File: config.mk
export PLATFORM = sky130hd
export DESIGN_NAME = addsub_pipe
export DESIGN_NICKNAME = d
export VERILOG_FILES = /design/src/rtl/addsub_pkg.sv /design/src/rtl/addsub_core.sv /design/src/rtl/addsub_pipe.sv
export SDC_FILE = /design/constraint.sdc
export NUM_CORES = 1
export LEC_CHECK = 0
export BUFFER_PORTS_ARGS = -buffer_cell sky130_fd_sc_hd__buf_2
export CAP_MARGIN = 15
export CORE_ASPECT_RATIO = 1.2
export CORE_MARGIN = 2
export CORE_UTILIZATION = 45
export DETAILED_ROUTE_END_ITERATION = 10
export PLACE_DENSITY = 0.76
export SYNTH_ARGS = -nofsm -noshare
export SYNTH_HDL_FRONTEND = slang
export SYNTH_SLANG_ARGS = --single-unit
File: constraint.sdc
create_clock -name clk -period 4.2 [get_ports clk]
set_input_delay 0.42 -clock clk [delete_from_list [all_inputs] [get_ports clk]]
set_output_delay 0.42 -clock clk [all_outputs]
set_load 0.02 [all_outputs]
File: src/rtl/addsub_pkg.sv
// Shared definitions for the pipelined add/sub block: op encoding,
// the result flag bundle and a 1-bit full-adder helper.
package addsub_pkg;

    localparam logic OP_ADD = 1'b0;
    localparam logic OP_SUB = 1'b1;

    typedef struct packed {
        logic cout;
        logic ovf;
        logic zero;
        logic neg;
    } flags_t;

    // One full-adder cell: returns {carry_out, sum}.
    function automatic logic [1:0] full_add(input logic a, input logic b, input logic cin);
        logic s;
        logic c;
        s = a ^ b ^ cin;
        c = (a & b) | (cin & (a ^ b));
        return {c, s};
    endfunction

endpackage

File: src/rtl/addsub_core.sv
// Combinational N-bit ripple add/sub. Subtraction is A + ~B + 1, so the
// op select doubles as the carry into bit 0.
module addsub_core
    import addsub_pkg::*;
#(
    parameter int N = 4
) (
    input  logic [N-1:0] a,
    input  logic [N-1:0] b,
    input  logic         sub,
    output logic [N-1:0] sum,
    output logic         cout,
    output logic         ovf
);

    logic [N:0]   w_carry;
    logic [N-1:0] w_b_eff;

    assign w_carry[0] = sub;

    genvar i;
    generate
        for (i = 0; i < N; i++) begin : g_bit
            assign w_b_eff[i] = b[i] ^ sub;
            assign {w_carry[i+1], sum[i]} = full_add(a[i], w_b_eff[i], w_carry[i]);
        end
    endgenerate

    assign cout = w_carry[N];
    // Signed overflow: operands agree in sign but the result does not.
    assign ovf  = (a[N-1] == w_b_eff[N-1]) && (sum[N-1] != a[N-1]);

endmodule

File: src/rtl/addsub_pipe.sv
// Two-stage valid/ready pipeline around addsub_core: stage 1 holds the
// operands, stage 2 holds the result and flags that drive the outputs.
// Optional feature macro: ADDSUB_PIPE_SATURATE_EN (adds in_sat, signed clamp
// on overflow).
module addsub_pipe
    import addsub_pkg::*;
#(
    parameter int N = 4
) (
    input  logic         clk,
    input  logic         rst,
    input  logic         in_valid,
    output logic         in_ready,
    input  logic [N-1:0] in_a,
    input  logic [N-1:0] in_b,
    input  logic         in_sub,
`ifdef ADDSUB_PIPE_SATURATE_EN
    input  logic         in_sat,
`endif
    output logic         out_valid,
    input  logic         out_ready,
    output logic [N-1:0] out_sum,
    output logic         out_cout,
    output logic         out_ovf,
    output logic         out_zero,
    output logic         out_neg
);

    logic         r_s1_valid;
    logic [N-1:0] r_s1_a;
    logic [N-1:0] r_s1_b;
    logic         r_s1_sub;
    logic         r_s1_sat;

    logic         r_s2_valid;
    logic [N-1:0] r_s2_sum;
    flags_t       r_s2_flags;

    logic         w_s1_advance;
    logic         w_in_xfer;
    logic         w_out_xfer;
    logic [N-1:0] w_core_sum;
    logic         w_core_cout;
    logic         w_core_ovf;
    logic [N-1:0] w_final_sum;
    flags_t       w_flags;
    logic         w_sat_req;

`ifdef ADDSUB_PIPE_SATURATE_EN
    assign w_sat_req = in_sat;
`else
    assign w_sat_req = 1'b0;
`endif

    // Stage 1 drains whenever stage 2 is empty or emptying this cycle, which
    // lets in_ready stay high at full throughput.
    assign w_s1_advance = r_s1_valid && (!r_s2_valid || out_ready);
    assign in_ready     = !r_s1_valid || w_s1_advance;
    assign w_in_xfer    = in_valid && in_ready;
    assign w_out_xfer   = r_s2_valid && out_ready;

    addsub_core #(.N(N)) u_core (
        .a    (r_s1_a),
        .b    (r_s1_b),
        .sub  (r_s1_sub),
        .sum  (w_core_sum),
        .cout (w_core_cout),
        .ovf  (w_core_ovf)
    );

    // Optional clamp to the signed limit, then flags from the final value.
    always_comb begin
        w_final_sum = w_core_sum;
        if (r_s1_sat && w_core_ovf) begin
            if (r_s1_a[N-1] == 1'b0) begin
                w_final_sum = {1'b0, {(N-1){1'b1}}};
            end else begin
                w_final_sum = {1'b1, {(N-1){1'b0}}};
            end
        end else begin
            w_final_sum = w_core_sum;
        end
        w_flags.cout = w_core_cout;
        w_flags.ovf  = w_core_ovf;
        w_flags.zero = (w_final_sum == {N{1'b0}});
        w_flags.neg  = w_final_sum[N-1];
    end

    // Stage 1 operand register: load on input transfer, empty on advance.
    always_ff @(posedge clk) begin
        if (rst) begin
            r_s1_valid <= 1'b0;
            r_s1_a     <= {N{1'b0}};
            r_s1_b     <= {N{1'b0}};
            r_s1_sub   <= OP_ADD;
            r_s1_sat   <= 1'b0;
        end else if (w_in_xfer) begin
            r_s1_valid <= 1'b1;
            r_s1_a     <= in_a;
            r_s1_b     <= in_b;
            r_s1_sub   <= in_sub;
            r_s1_sat   <= w_sat_req;
        end else if (w_s1_advance) begin
            r_s1_valid <= 1'b0;
        end
    end

    // Stage 2 result register: load on advance, empty on output transfer.
    always_ff @(posedge clk) begin
        if (rst) begin
            r_s2_valid <= 1'b0;
            r_s2_sum   <= {N{1'b0}};
            r_s2_flags <= '{cout: 1'b0, ovf: 1'b0, zero: 1'b0, neg: 1'b0};
        end else if (w_s1_advance) begin
            r_s2_valid <= 1'b1;
            r_s2_sum   <= w_final_sum;
            r_s2_flags <= w_flags;
        end else if (w_out_xfer) begin
            r_s2_valid <= 1'b0;
        end
    end

    assign out_valid = r_s2_valid;
    assign out_sum   = r_s2_sum;
    assign out_cout  = r_s2_flags.cout;
    assign out_ovf   = r_s2_flags.ovf;
    assign out_zero  = r_s2_flags.zero;
    assign out_neg   = r_s2_flags.neg;

endmodule

Word-level counts from Yosys, hierarchy flattened

Index checks and enable logic that the tools add are counted.
Widths: inputs -> output; s select.

Equal/unequal tests: 2
Bitwise gates (word level): 24
Mux-type cells: 4
Reductions and logical operators: 11

Operator list:

| kind              | number |
|---|---|
| $xor 1x1->1       | 12 |
| $and 1x1->1       | 8 |
| $logic_and 1x1->1 | 4 |
| $logic_not 4->1   | 1 |
| $mux 1            | 4 |
| $or 1x1->1        | 4 |
| $reduce_bool 2->1 | 2 |
| $logic_not 1->1   | 2 |
| $logic_or 1x1->1  | 2 |
| $eq 1x1->1        | 1 |
| $ne 1x1->1        | 1 |

Input port bits: 13
Logic and storage cells: 51
Register bits after elaboration: 19
Output and inout bits: 10

Logic depth before layout (Yosys ltp)

Depth after elaboration: 11
Mapped depth: 9

By module

Synthesis repeated with hierarchy kept, for this count alone.

Cell total of the unflattened synthesis: 99
Area, all modules: 947.2 µm²

By module, submodules not included:

| module      | seq. area each (µm²) | area each (µm²) | cells an instance | times used |
|---|---|---|---|---|
| addsub_pipe | 360.3                | 798.3           | 83                | 1 |
| addsub_core | 0.0                  | 148.9           | 16                | 1 |

Least setup slack after synthesis

OpenSTA, ideal clock, no wires.

Kind: reg-to-reg
Start: reg r_s1_b[0]
End: reg r_s2_flags (netlist bit out_ovf)
Arrival time: 2.417 ns
Slack: 1.713 ns
Path buffers: 0
Stages on the path, launching flop included: 10
Path through: dfxtp_1 > mux2_2 > fa_1 > inv_1 > fa_1 > inv_1 > fa_1 > xnor2_1 > or4_1 > a21oi_1

Cells in the longest elaborated chain, start to end: 11
Elaborated cells between the ends (all ways): 12
Those cells by class: 1 x eq/ne; 10 x bitwise; 1 x reduce/logical

Ends and longest elaborated chain:

| element                 | RTL line           | text |
|---|---|---|
| from (decl)             | addsub_pipe.sv:31  | `logic [N-1:0] r_s1_b;` |
| from (signal assigned)  | addsub_pipe.sv:94  | `r_s1_b <= {N{1'b0}};` |
| from (signal assigned)  | addsub_pipe.sv:100 | `r_s1_b <= in_b;` |
| $xor 1x1->1 (*)         | addsub_core.sv:24  | `assign w_b_eff[i] = b[i] ^ sub;` |
| $xor 1x1->1             | addsub_pkg.sv:20   | `c = (a & b) \| (cin & (a ^ b));` |
| $and 1x1->1             | addsub_pkg.sv:20   |  |
| $or 1x1->1 (*)          | addsub_pkg.sv:20   |  |
| $and 1x1->1 (*)         | addsub_pkg.sv:20   |  |
| $or 1x1->1 (*)          | addsub_pkg.sv:20   |  |
| $and 1x1->1 (*)         | addsub_pkg.sv:20   |  |
| $or 1x1->1 (*)          | addsub_pkg.sv:20   |  |
| $xor 1x1->1 (*)         | addsub_pkg.sv:19   | `s = a ^ b ^ cin;` |
| named net u_core.sum[3] | addsub_core.sv:11  | `output logic [N-1:0] sum,` |
| $ne 1x1->1 (*)          | addsub_core.sv:31  | `assign ovf = (a[N-1] == w_b_eff[N-1]) && (sum[N-1] != a[N-1]);` |
| $logic_and 1x1->1 (*)   | addsub_core.sv:31  |  |
| to (signal assigned)    | addsub_pipe.sv:113 | `r_s2_flags <= '{cout: 1'b0, ovf: 1'b0, zero: 1'b0, neg: 1'b0};` |
| to (signal assigned)    | addsub_pipe.sv:117 | `r_s2_flags <= w_flags;` |
| to (decl)               | addsub_pipe.sv:37  | `flags_t r_s2_flags;` |

Mark *: on every way through the listed nets, which the timed path passes. The rest lies on a longest branch.
A chain may end at the register's enable or synchronous reset.

Worst setup path in the final report

Same ends and word-level chain as after synthesis.

==> flow_summary.ini <==
[status]
status = completed

[pwr]
p_leak_nw = 0.450
peakVddDrop_v = 0.000219
p_per_area_nw_per_um2 = 369

[yosys]
synth_edf_count = 0
synth_cells = 93
netlist_area_um2 = 862
synth_cell_types = 29
async_reset_ff_share_pct = 0
yosys-top-cells-count = 18 x dfxtp_1, 17 x nand2_1, 9 x a21oi_1
yosysMostFrequentCell = dfxtp_1
ys.flop_type = dfxtp_1
yosys.area.top_type = dfxtp_1
ys_top_cells_by_area = dfxtp_1 42%, mux2i_1 9.3%, nand2_1 7.4%, fa_1 7.0%, a21oi_1 5.2%
synth_top_area_share_pct = 41.8
synth_area_per_cell_um2 = 9.27
synth_fp_nets = 110
ys_seq_area_share_pct = 41.8
ys_ff_latch = 18
ys_warn_count = 0

[route]
vias_per_cell = 5.10
drt_pass1_iterations = 4
drtIter0Drc = 3
post-route-drc-count = 0
vias = 668
postRouteAntennaNets = 0
routed_wl_mm = 1.55
wl_per_cell_um = 11.9

[finish]
utilization_pct = 54.2
fillCellCount = 179
fin_cells = 131
fin_nets = 130
antenna_cells = 0
synthToLayoutAreaGrowth_pct = 15.1
drive_above_1_share_pct = 26.8

[floorplanning]
die_area_um2 = 2280
fp.dieH_um = 51.9
io_pins = 23
start_util_pct = 47.1
core_um2 = 1830
rows = 17
die-width_um = 44.0

[timing]
setup_viol = 0
period_share_pct = 62.1
grt_setup_unrepaired = no
worst_hold_slack_ps = 364
fin_crit_ps = 2610
fmax_ghz = 0.384
max_slew_margin_pct = 31.5
hold_viol = 0
tns_ps = 0
worst_pin_slew_ps = 1020
fin_skew_ps = 2.66
slew_violations = 0

[setup_path]
worstPathCellList = mux2_2 > fa_1 > inv_1 > fa_1 > inv_1 > fa_1 > xnor2_1 > or4_1 > a21oi_1
cpPeakStageDelay_ps = 490
worstSetupStartpointType = flop
cp_top_family = adder cells
slowest_stage = fa_1
crit_fanout = 3
arrival_ps = 2840
cp-end-kind = flop
critPathKind = reg -> reg
path_common_cell = fa_1
crit_buf_inv = 2
crit_required_ps = 4430

[worst_hold_path]
hold_class = in -> reg

[global_routing]
antenna_found_initial = 0
grt_pass1_wl_mm = 2.63
grt_max_degree = 18
grt_use_total_pct = 15.4
grt_pass1_vias = 647
grt.overflow.total = 0

[clocking]
cts_buffers = 3
clkTransAtPathRegs_ps = 100
cts_buffer_depth = 2
ctsHtreeMaxLevel = 1
clk_latency_ps = 290
root_buffer = clkbuf_4
post_cts_buffers = 0
cts.repair.resized = 0
cts_hold_repair.buffers = 0
numClockSinks = 18
cts_tree = yes

[placed_design]
dp_cells = 127
io_buffers = 22
dp_hpwl_mm = 1.22
gp_congestion = 0.832

[job]
drv_cap = 0
[final timing paths]
kind	start	to	slack (ps)	cells past startpoint
max	r_s1_b[0]	out_ovf	1590	9
min	in_b[2]	r_s1_b[2]	360	3
max reg2reg	r_s1_b[0]	out_ovf	1590	9
min reg2reg	r_s1_b[2]	r_s1_b[2]	490	2
[final cells by class]
class                   instances  area, um^2  area share, %
multi-input cells              63         443           44.6
flip-flops and latches         18         360           36.3
well taps                      19        23.8           2.40
inverters                       5        18.8           1.89
repair buffers                 22         110           11.1
clock buffers                   4        36.3           3.66
[per-layer routing]
layer  share of wire, %  wire, um  global-route usage, %  vias up
li1                   -         -                      -      348
met1                 42       651                   17.1      302
met2                 53       820                   27.9       16
met3                4.4        69                   2.08        2
met4               0.77        12                   7.58        0
met5                  0         0                      0        -
[where the power goes]
| group | internal [mW] | total, mW | leakage [nW] | switching, mW |
|---|---|---|---|---|
| Clock | 0.0527 | 0.106 | 0.0210 | 0.0534 |
| Combinational | 0.0311 | 0.0688 | 0.281 | 0.0377 |
| Sequential | 0.182 | 0.191 | 0.148 | 0.00909 |
| Total | 0.266 | 0.366 | 0.450 | 0.100 |
[per-stage QoR]
| stage | worst slack (ps) | total power [mW] | cell area [um^2] |
|---|---|---|---|
| 6_report | 1590 | 0.366 | 992 |
| 5_1_grt | 1470 | 0.383 | 992 |
| 4_1_cts | 1590 | 0.370 | 992 |
| 3_5_place_dp | 1600 | 0.265 | 956 |
| 3_3_place_gp | 1670 | 0.262 | 956 |
| 2_1_floorplan | 1710 | 0.245 | 862 |
[state kept, by name (all words and copies together), names as in the netlist]
register and flops:
out_sum 4, r_s1_a 4, r_s1_sub 1, out_zero 1
r_s1_valid 1, out_valid 1, out_cout 1, out_ovf 1
r_s1_b 4
[cells by family after synthesis]
group	after synthesis	share of synthesized area, %
AO/OA/AOI/OAI	19	12.9
buffers and inverters	12	6.82
adder cells (fa/ha/maj)	4	8.42
XOR/XNOR	5	5.08
flip-flops	18	41.8
multiplexers	9	10.6
AND/OR/NAND/NOR	26	14.4
[worst register-to-register path: cells and delay by family, from the launching register on]
kind	cells	cell delay [ps]
buffers and inverters	2	130
multiplexers	1	360
AO/OA/AOI/OAI	1	140
adder cells (fa/ha/maj)	3	1010
flip-flops	1	380
AND/OR/NAND/NOR	1	390
XOR/XNOR	1	140
[cell usage in the layout (no fill, tap or decap), drive strengths merged]
master / n
nand2b: 1
o31ai: 1
mux2: 1
ha: 1
mux2i: 8
nand3: 3
nor2b: 1
or4: 1
nor3b: 1
xor2: 2
a21boi: 1
dfxtp: 18
buf: 22
nor2: 1
a21oi: 9
inv: 5
fa: 3
clkbuf: 4
nand4: 1
o21ai: 5
nand2: 17
o2111ai: 1
xnor2: 3
a311oi: 2
Power figures use the tool's default switching activity.
